===== src/rtl/muldiv_unit.sv =====
// muldiv_unit: iterative RV32M multiply/divide unit. Every operation takes a fixed 34 cycles.
module muldiv_unit (
  input  logic        clk,
  input  logic        reset,
  input  logic        start,
  input  logic [2:0]  funct3,
  input  logic [31:0] ScrA,
  input  logic [31:0] ScrB,
  output logic        busy,
  output logic        done,
  output logic [31:0] result
);
  typedef enum logic [1:0] {IDLE, CALC, FIX} state_t;
  state_t      state;
  logic [4:0]  cnt;
  logic [2:0]  op;
  logic [31:0] ma, mb;
  logic        sa, sb;
  logic [63:0] acc;
  logic [32:0] rem;
  logic        a_neg, b_neg;
  logic [31:0] am, bm;
  logic [32:0] msum, shin;
  logic [33:0] dsub;
  logic [63:0] prod;
  logic [31:0] quo, rmd, fix_res;
  always_comb begin
    a_neg   = ScrA[31] & (funct3[2] ? ~funct3[0] : funct3[1:0] != 2'b11);
    b_neg   = ScrB[31] & (funct3[2] ? ~funct3[0] : ~funct3[1]);
    am      = a_neg ? -ScrA : ScrA;
    bm      = b_neg ? -ScrB : ScrB;
    msum    = {1'b0, acc[63:32]} + (acc[0] ? {1'b0, ma} : 33'd0);
    shin    = {rem[31:0], acc[31]};
    dsub    = {1'b0, shin} - {2'b0, mb};
    prod    = (sa ^ sb) ? -acc : acc;
    // the restoring loop yields an all-ones quotient for a zero divisor, but its sign fix must be bypassed
    quo     = (mb == 32'd0) ? 32'hFFFF_FFFF : (sa ^ sb) ? -acc[31:0] : acc[31:0];
    rmd     = sa ? -rem[31:0] : rem[31:0];
    fix_res = op[2] ? (op[1] ? rmd : quo) : (op[1:0] == 2'b00 ? prod[31:0] : prod[63:32]);
  end
  always_ff @(posedge clk or posedge reset) begin
    if (reset) begin
      state  <= IDLE;
      cnt    <= 5'd0;
      op     <= 3'd0;
      ma     <= 32'd0;
      mb     <= 32'd0;
      sa     <= 1'b0;
      sb     <= 1'b0;
      acc    <= 64'd0;
      rem    <= 33'd0;
      busy   <= 1'b0;
      done   <= 1'b0;
      result <= 32'd0;
    end else begin
      done <= 1'b0;
      case (state)
        IDLE: if (start) begin
          op    <= funct3;
          sa    <= a_neg;
          sb    <= b_neg;
          ma    <= am;
          mb    <= bm;
          acc   <= {32'd0, funct3[2] ? am : bm};
          rem   <= 33'd0;
          cnt   <= 5'd0;
          busy  <= 1'b1;
          state <= CALC;
        end
        CALC: begin
          if (op[2]) begin
            rem        <= dsub[33] ? shin : dsub[32:0];
            acc[31:0]  <= {acc[30:0], ~dsub[33]};
          end else acc <= {msum, acc[31:1]};
          cnt <= cnt + 5'd1;
          if (cnt == 5'd31) state <= FIX;
        end
        FIX: begin
          result <= fix_res;
          done   <= 1'b1;
          busy   <= 1'b0;
          state  <= IDLE;
        end
        default: state <= IDLE;
      endcase
    end
  end
endmodule


===== config.mk =====
export PLATFORM = sky130hd
export DESIGN_NAME = muldiv_unit
export DESIGN_NICKNAME = d
export VERILOG_FILES = /design/src/rtl/muldiv_unit.sv
export SDC_FILE = /design/constraint.sdc
export NUM_CORES = 1
export LEC_CHECK = 0
export ABC_AREA = 0
export CAP_MARGIN = 5
export CELL_PAD_IN_SITES_DETAIL_PLACEMENT = 1
export CELL_PAD_IN_SITES_GLOBAL_PLACEMENT = 1
export CORE_UTILIZATION = 30
export CTS_CLUSTER_SIZE = 14
export DETAILED_ROUTE_END_ITERATION = 8
export GPL_ROUTABILITY_DRIVEN = 0
export GPL_TIMING_DRIVEN = 0
export PLACE_DENSITY_LB_ADDON = 0.12
export SLEW_MARGIN = 20
export SYNTH_ARGS = -nofsm -noshare
export SYNTH_HDL_FRONTEND = slang
export SYNTH_SLANG_ARGS = --single-unit

===== constraint.sdc =====
create_clock -name clk -period 14.8 [get_ports clk]
set_input_delay 2.22 -clock clk [delete_from_list [all_inputs] [get_ports clk]]
set_output_delay 2.22 -clock clk [all_outputs]
set_load 0.005 [all_outputs]

==> results of run 1 <==
[report_power, final]
group	switching, W	internal [W]
sequential	0.000357	0.000800
clock	0.000272	0.000380
combinational	0.00201	0.00115
total	0.00264	0.00233
[critical path, stage by stage]
cell             delay [ns]
clkdlybuf4s50_1        0.49
or4_1                  0.62
nor3_1                 0.37
and3_1                 0.31
nand2_1                0.13
o31ai_1                0.28
xor2_1                 0.52
o22ai_1                0.19
o22a_1                 0.21
[final timing paths]
kind	cells past startpoint	to	start	slack [ns]
min reg2reg	2	result[21]	result[21]	0.47
max reg2reg	13	acc[63]	acc[0]	10.31
min in group asynchronous	2	result[7]	reset	2.07
max in group asynchronous	3	mb[7]	reset	11.85
min	2	result[21]	result[21]	0.47
max	9	acc[22]	ScrA[5]	9.92
[layer usage]
metal  part of all wire  vias up  track usage  wire length [um]
met3              0.047       91      0.02580              3328
met1               0.49     7981       0.3719             34240
li1                   -     7534            -                 -
met2               0.43      443       0.3853             30470
met5                  0        -            0                 0
met4              0.031        0      0.07137              2145
[state kept, by name (all words and copies together), names as in the netlist]
register / cells
sa: 1
state: 2
mb: 32
rem: 32
done: 1
ma: 32
acc: 64
op: 3
cnt: 5
busy: 1
result: 32
sb: 1
[cells in the final DEF (no fill, tap or decap), drive strengths merged, types with 15 or more instances in the layout]
cell type / count
inv: 81
clkdlybuf4s50: 102
nand3: 35
o31ai: 32
xnor2: 98
a211oi: 17
o41ai: 17
a21o: 25
mux2i: 47
a21oi: 140
buf: 17
nor4: 32
a31oi: 16
a221oi: 15
a22o: 18
and3: 15
nor3: 37
clkbuf: 137
or3: 18
o21ai: 247
dfrtp: 206
or4: 16
nand2: 274
nand2b: 25
xor2: 94
nor2: 118
and2: 46
ha: 70
[logic make-up (layout without fill, tap and decap cells)]
logic type	Yosys count	in the layout
AOI/OAI and AO/OA	636	636
xor gates and xnor gates	192	192
adders and majority gates	72	72
and+or+nand+nor	664	664
DFF	206	206
buffers and inverters	195	347
muxes	52	52
[final cells by class]
| cell class | count | share of cell area |
|---|---|---|
| multi-input cells | 1616 | 0.5440 |
| inverters | 81 | 0.01630 |
| repair buffers | 104 | 0.05629 |
| flip-flops and latches | 206 | 0.2697 |
| clock inverters | 10 | 0.004255 |
| clock buffers | 38 | 0.04065 |
| plain buffers | 114 | 0.02324 |
| well taps | 696 | 0.04556 |
[metrics by stage]
step,instances,util,area (sq um),hold WS (ns),worst slack (ns)
final,2865,0.3559,19110,0.4691,9.921
after global routing,2865,0.3559,19110,0.4971,9.662
after CTS,2865,0.3559,19110,0.4730,9.917
after detailed placement,2817,0.3399,18260,0.4587,9.338
after global placement,2815,0.3387,18190,0.4563,3.377
after floorplan,2017,-,16300,0.4381,6.956
==> metrics.cfg, run 1 <==
[pwr]
powerDensity_mw_per_mm2=260.0
p_leak_nw=7.871
p_total_w=0.004969
vdd_drop_max_v=0.00009277

[hold_path]
hold_path_class=reg -> reg

[sta]
setup_viol=0
tightest_slew_ns=1.013
grt_setup_unrepaired=false
final-max-slew-violation-count=0
timing.fmax_mhz=204.9
setup_tns_ns=0
min_period_ns=4.879
fin_skew_ns=0.01940
finalCritPeriodShare=0.3297
slew_headroom=0.3245
hold_viol=0

[floorplan]
rows=85
die-area_sq_mm=0.05527
ioPinCount=104
start_util=0.3035
die_h_um=235.1
die_w_um=235.1
core_area_sq_mm=0.05371

[cts]
clock_latency_ns=0.57
post_cts_buffers=0
cts_buffers=27
clk_root_buffer_cell=clkbuf_16
numClockSinks=206
cts_max_path_buffers=3
cts-htree-levels=1
cts_tree=yes
clkSlewWorstSetupHoldPaths_ns=0.06
holdBufCountCts=0
cts_resized=0

[synth]
synth.net_count=2159
synth_common_cells=nand2_1, o21ai_0, dfrtp_1, a21oi_1, nor2_1
synth_area_sq_mm=0.01630
synth-compound-area-share=0.2449
yosys_most_used_dff=dfrtp_1
avgSynthCellArea_sq_um=8.081
synthAdderAreaFrac=0.05619
synth-xor-area-share=0.1032
synth_top_cell_area_share=0.3163
synth-simple-area-share=0.2013
postSynth.asyncResetShare=1.000
synth_top_area_cell=dfrtp_1
yosysSeqAreaShare=0.3163
synth_mux_area_frac=0.03232
synth_top_family_by_area=compound AO/OA/AOI/OAI gates
ys_ff_latch=206
synth_cell_type_count=84
syn-instance-count=2017
synth-edff-count=0
yosysWarnings=0
yosysMostFrequentCell=nand2_1
synth_area_leaders=dfrtp_1, o21ai_0, nand2_1, ha_1, xnor2_1

[detailed_routing]
wl_per_cell_um=24.50
route.detailed.drc=0
via_per_inst=5.602
drt_first_pass_iters=7
drtIter0Drc=1045
num_vias=16050
ant_nets=0
routed_wl_um=70190

[layout]
fill_cells=6359
multiInputGateArea_sq_mm=0.01040
nets=2292
num_antenna_cells=0
final-seq-area_sq_mm=0.005155
area_growth_pct=17.27
drive_gt1_frac=0.04057

[grt]
grt_max_degree=100
grt_pass1_wl_um=105800
grt_usage=0.2516
grt.overflow.total=0
grt_pass1_vias=16260
grt_antenna_before_repair=0

[status]
status=complete, no violations

[place]
post-dp-hpwl_um=57070
port_buffers=102

[worst_setup_path]
crit_arrival_ns=5.34
cp.required_ns=15.26
cp_max_fo=4
path_class=in -> reg
cp-start-kind=input pin
crit_path_end_kind=register

[job]
maxCapViolCount=0

Note: power is estimated with default switching activity, not from simulation.
==> run 2: changes to the inputs <==
- clock period: 14.8 -> 4.45 ns (I/O delays scaled with it)
==> run 2 against run 1 <==
Net effect:
- via count up 0.54%
- die area unchanged
- highest routed layer unchanged
- combinational power rose to 3.3 times the previous value
- register-to-register slack got worse by 10 ns
- setup slack worse by 9.6 ns
- critical path type is now reg -> reg
- first-iteration DRC count decreased by 12%
- global-route usage up 0.23 points
- count of clock-buffer cells in the layout unchanged
- power rose to 3.4 times the previous value
==> metrics.cfg, run 2 (synthesis results as in run 1) <==
[layout]
fill_cells=6384
area_growth_pct=18.36
drive_gt1_frac=0.04504
largest_reg_flops=64
final_core_util=0.3592
final_cell_mix=nand2_1, o21ai_0, dfrtp_1
nets=2297
top_register=acc
layout_commonest_cell=nand2_1

[pwr]
powerDensity_mw_per_mm2=865.2
vdd_drop_max_v=0.0003265
p_leak_nw=7.951

[sta]
min_period_ns=4.135
hold_viol=0
setup_viol=0
tightest_slew_ns=1.082
setup_ws_ns=0.3151
timing.fmax_mhz=241.8
final-max-slew-violation-count=0
fin_skew_ns=0.02000
whs_ns=0.4727
slew_headroom=0.2790
finalCritPeriodShare=0.9292
grt_setup_unrepaired=false

[detailed_routing]
wl_per_cell_um=24.76
routed_wl_um=71140
route.detailed.drc=0
ant_nets=0
num_vias=16140
via_per_inst=5.616
drt_first_pass_iters=5
drtIter0Drc=922

[floorplan]
ioPinCount=104
core_area_sq_mm=0.05371
die_h_um=235.1
die-area_sq_mm=0.05527
die_w_um=235.1
start_util=0.3035
rows=85

[cts]
cts_tree=yes
clkSlewWorstSetupHoldPaths_ns=0.06
numClockSinks=206
post_cts_buffers=0
cts-htree-levels=1
cts_buffers=27
clock_latency_ns=0.57
cts_max_path_buffers=3
clk_root_buffer_cell=clkbuf_16

[worst_setup_path]
cp.required_ns=4.90
cp_max_fo=13
cp-start-kind=register
crit_arrival_ns=4.58
r2r_cells=13
path_class=reg -> reg
crit_path_end_kind=register

[job]
maxCapViolCount=0

[place]
port_buffers=102
post-dp-hpwl_um=57890
dp_slack_ns=-0.006891

[hold_path]
hold_path_class=reg -> reg
hold-path-cell-count=2

[grt]
grt.overflow.total=0
grt_antenna_before_repair=1
grt_max_degree=30
grt_usage=0.2539
grt_pass1_vias=16350
grt_pass1_wl_um=106100

[status]
status=complete, no violations

-- run 2: what timing repair did --
item                       4_1_cts  5_1_grt
hold buffers                     0        0
resized for setup                0        1
setup endpoints to repair        1        1
-- run 2: final timing paths --
check	startpoint	endpoint	slack (ns)
max	acc[0]	acc[63]	0.32
min	result[8]	result[8]	0.47
max reg2reg	acc[0]	acc[63]	0.32
min reg2reg	result[8]	result[8]	0.47
max in group asynchronous	reset	ma[0]	2.77
min in group asynchronous	reset	result[16]	0.50
-- run 2: metal layers --
| layer | up-vias | routed length [um] | global-route usage |
|---|---|---|---|
| li1 | 7535 | - | - |
| met1 | 8041 | 34470 | 0.3710 |
| met2 | 449 | 30380 | 0.3822 |
| met3 | 111 | 3418 | 0.02521 |
| met4 | 0 | 2868 | 0.09968 |
| met5 | - | 0 | 0 |
-- run 2: final cells by class --
| class | instances | area (sq um) | share of cell area |
|---|---|---|---|
| flip-flops and latches | 206 | 5155 | 0.2672 |
| multi-input cells | 1616 | 10410 | 0.5393 |
| inverters | 81 | 307.8 | 0.01595 |
| clock inverters | 12 | 120.1 | 0.006226 |
| plain buffers | 113 | 440.4 | 0.02283 |
| diodes | 1 | 2.502 | 0.0001297 |
| well taps | 696 | 870.8 | 0.04514 |
| clock buffers | 38 | 787.0 | 0.04079 |
| repair buffers | 110 | 1204 | 0.06239 |
-- run 2: report_power, final --
group | switching (W) | internal, W | leakage [nW]
sequential | 0.00122 | 0.00266 | 2.62
clock | 0.000930 | 0.00134 | 0.452
combinational | 0.00670 | 0.00384 | 4.88
-- run 2: worst max-delay path, stage by stage (launching register included) --
cell      delay [ns]
dfrtp_1         0.65
and2_1          0.27
ha_1            0.22
inv_1           0.10
fa_1            0.20
nor2b_1         0.07
o31ai_1         0.47
a21o_1          0.28
o211ai_1        0.23
a211oi_2        0.43
o21ai_1         0.22
a221oi_2        0.42
a211oi_1        0.15
a221o_1         0.31
-- run 2: metrics by stage --
stage / power, W / instances / TNS, ns / cell area (sq um)
floorplan: 0.01048 / 2017 / 0 / 16300
global placement: 0.01398 / 2815 / -187.62 / 18200
detailed placement: 0.01422 / 2823 / -0.006891 / 18380
CTS: 0.01658 / 2872 / 0 / 19280
global route: 0.01784 / 2872 / 0 / 19290
finish: 0.01669 / 2873 / 0 / 19290
==> run 3: changes to the inputs <==
- CTS_CLUSTER_SIZE: 14 -> 40
==> run 3 against run 2 <==
Net effect:
- clock skew about the same
- power decreased by 0.21%
- routed wire length hardly changed
- cell count about the same
- setup slack is essentially flat
- count of clock-buffer cells in the layout fell by 2
- via count hardly changed
- worst hold slack got worse by 0.0030 ns
- global-route usage about the same
- sequential power hardly changed
- sequential share of layout area about the same
- critical path type unchanged
- critical endpoint is now rem[25]
- largest cell class unchanged
- largest power group unchanged
- highest routed layer unchanged
==> metrics.cfg, run 3 (synthesis results as in run 1) <==
[status]
status=complete, no violations

[cts]
cts_tree=yes
clk_root_buffer_cell=clkbuf_16
cts_max_path_buffers=3
numClockSinks=206
cts_buffers=27
clkSlewWorstSetupHoldPaths_ns=0.06
cts-htree-levels=1
clock_latency_ns=0.58

[detailed_routing]
drtIter0Drc=932
ant_nets=0
route.detailed.drc=0
num_vias=16130
drt_first_pass_iters=6
wl_per_cell_um=24.75
routed_wl_um=71090
via_per_inst=5.618

[pwr]
powerDensity_mw_per_mm2=863.9
p_sw_w=0.008829
seqPwrFrac=0.233
vdd_drop_max_v=0.0003280
swShare=0.5301
intPower_w=0.007827
power_frac_clock=0.135
p_total_w=0.01666
comb_power_share=0.632
p_leak_nw=7.946

[hold_path]
hold_path_class=reg -> reg

[worst_setup_path]
path_class=reg -> reg
crit_arrival_ns=4.63
cp.required_ns=4.94
cp-start-kind=register
cp_max_fo=10
crit_path_end_kind=register

[layout]
multiInputGateArea_sq_mm=0.01041
final_cell_mix=nand2_1, o21ai_0, dfrtp_1
final-seq-area_sq_mm=0.005155
drive_gt1_frac=0.04506
top_register=acc
largest_reg_flops=64
fill_cells=6388
layout_commonest_cell=nand2_1
area_growth_pct=18.28
final_area_sq_mm=0.01928
stdcell_count=2872
nets=2297

[place]
port_buffers=102
post-dp-hpwl_um=57890
placed_cells=2823
place_area_sq_mm=0.01838

[sta]
min_period_ns=4.135
finalCritPeriodShare=0.9292
hold_viol=0
final-max-slew-violation-count=0
tightest_slew_ns=1.059
fin_skew_ns=0.02031
setup_tns_ns=0
slew_headroom=0.2941
grt_setup_unrepaired=false
setup_viol=0
timing.fmax_mhz=241.8

[floorplan]
die_h_um=235.1
ioPinCount=104
core_area_sq_mm=0.05371
die-area_sq_mm=0.05527
die_w_um=235.1
rows=85
start_util=0.3035

[job]
maxCapViolCount=0

[grt]
grt.overflow.total=0
grt_max_degree=30
grt_pass1_wl_um=106100
grt_antenna_before_repair=1
grt_usage=0.2539
grt_pass1_vias=16350

## run 3: area by class of cell
type                       count  share of cell area
antenna                        1           0.0001298
buffer                       113             0.02284
clock buffer                  36             0.03991
clock inverter                13            0.006490
inverter                      81             0.01596
multi-input combinational   1616              0.5397
sequential                   206              0.2674
tap                          696             0.04517
timing repair buffer         110             0.06243
## run 3: through the flow
stage	setup WS (ns)	hold slack (ns)	util
floorplan	1.110	0.4381	-
global placement	-0.9471	0.4554	0.3388
detailed placement	-0.006891	0.4605	0.3422
CTS	0.2160	0.4747	0.3588
global route	0.02354	0.5022	0.3589
finish	0.3150	0.4697	0.3590
## run 3: worst paths after layout
| path | to | start | slack, ns | depth (start not counted) |
|---|---|---|---|---|
| max in group asynchronous | ma[29] | reset | 2.78 | 6 |
| hold reg to reg | ma[19] | ma[19] | 0.47 | 2 |
| hold / removal | ma[19] | ma[19] | 0.47 | 2 |
| min in group asynchronous | result[16] | reset | 0.50 | 2 |
| setup reg to reg | rem[25] | mb[6] | 0.32 | 11 |
| setup / recovery | rem[25] | mb[6] | 0.32 | 11 |
## run 3: routing by layer
metal	wire (um)	part of all wire	global-route usage	vias up
li1	-	-	-	7542
met1	34800	0.49	0.3709	8054
met2	30390	0.43	0.3823	430
met3	3118	0.044	0.02521	108
met4	2784	0.039	0.09968	0
met5	0	0	0	-
## run 3: timing repair
item,in CTS,in global routing
gates resized for setup,0,1
setup buffers,0,0
endpoints found under the setup margin,1,1
hold buffers,0,0
## run 3: worst max-delay path: stages (launching register included)
cell      delay (ns)
dfrtp_1         0.47
inv_1           0.08
ha_1            0.38
a2111o_1        0.45
o21ai_0         0.32
o21ai_1         0.25
a31oi_1         0.60
o31a_1          0.21
clkbuf_1        0.31
clkbuf_1        0.56
a22oi_1         0.24
o21ai_0         0.18
## run 3: power by group through the flow
stage	combinational, W	sequential, W	clock, W
detailed placement	0.0104	0.00385	0
finish	0.0105	0.00387	0.00226
CTS	0.0104	0.00385	0.00231
global route	0.0115	0.00398	0.00237
floorplan	0.00715	0.00333	0
global placement	0.0102	0.00382	0
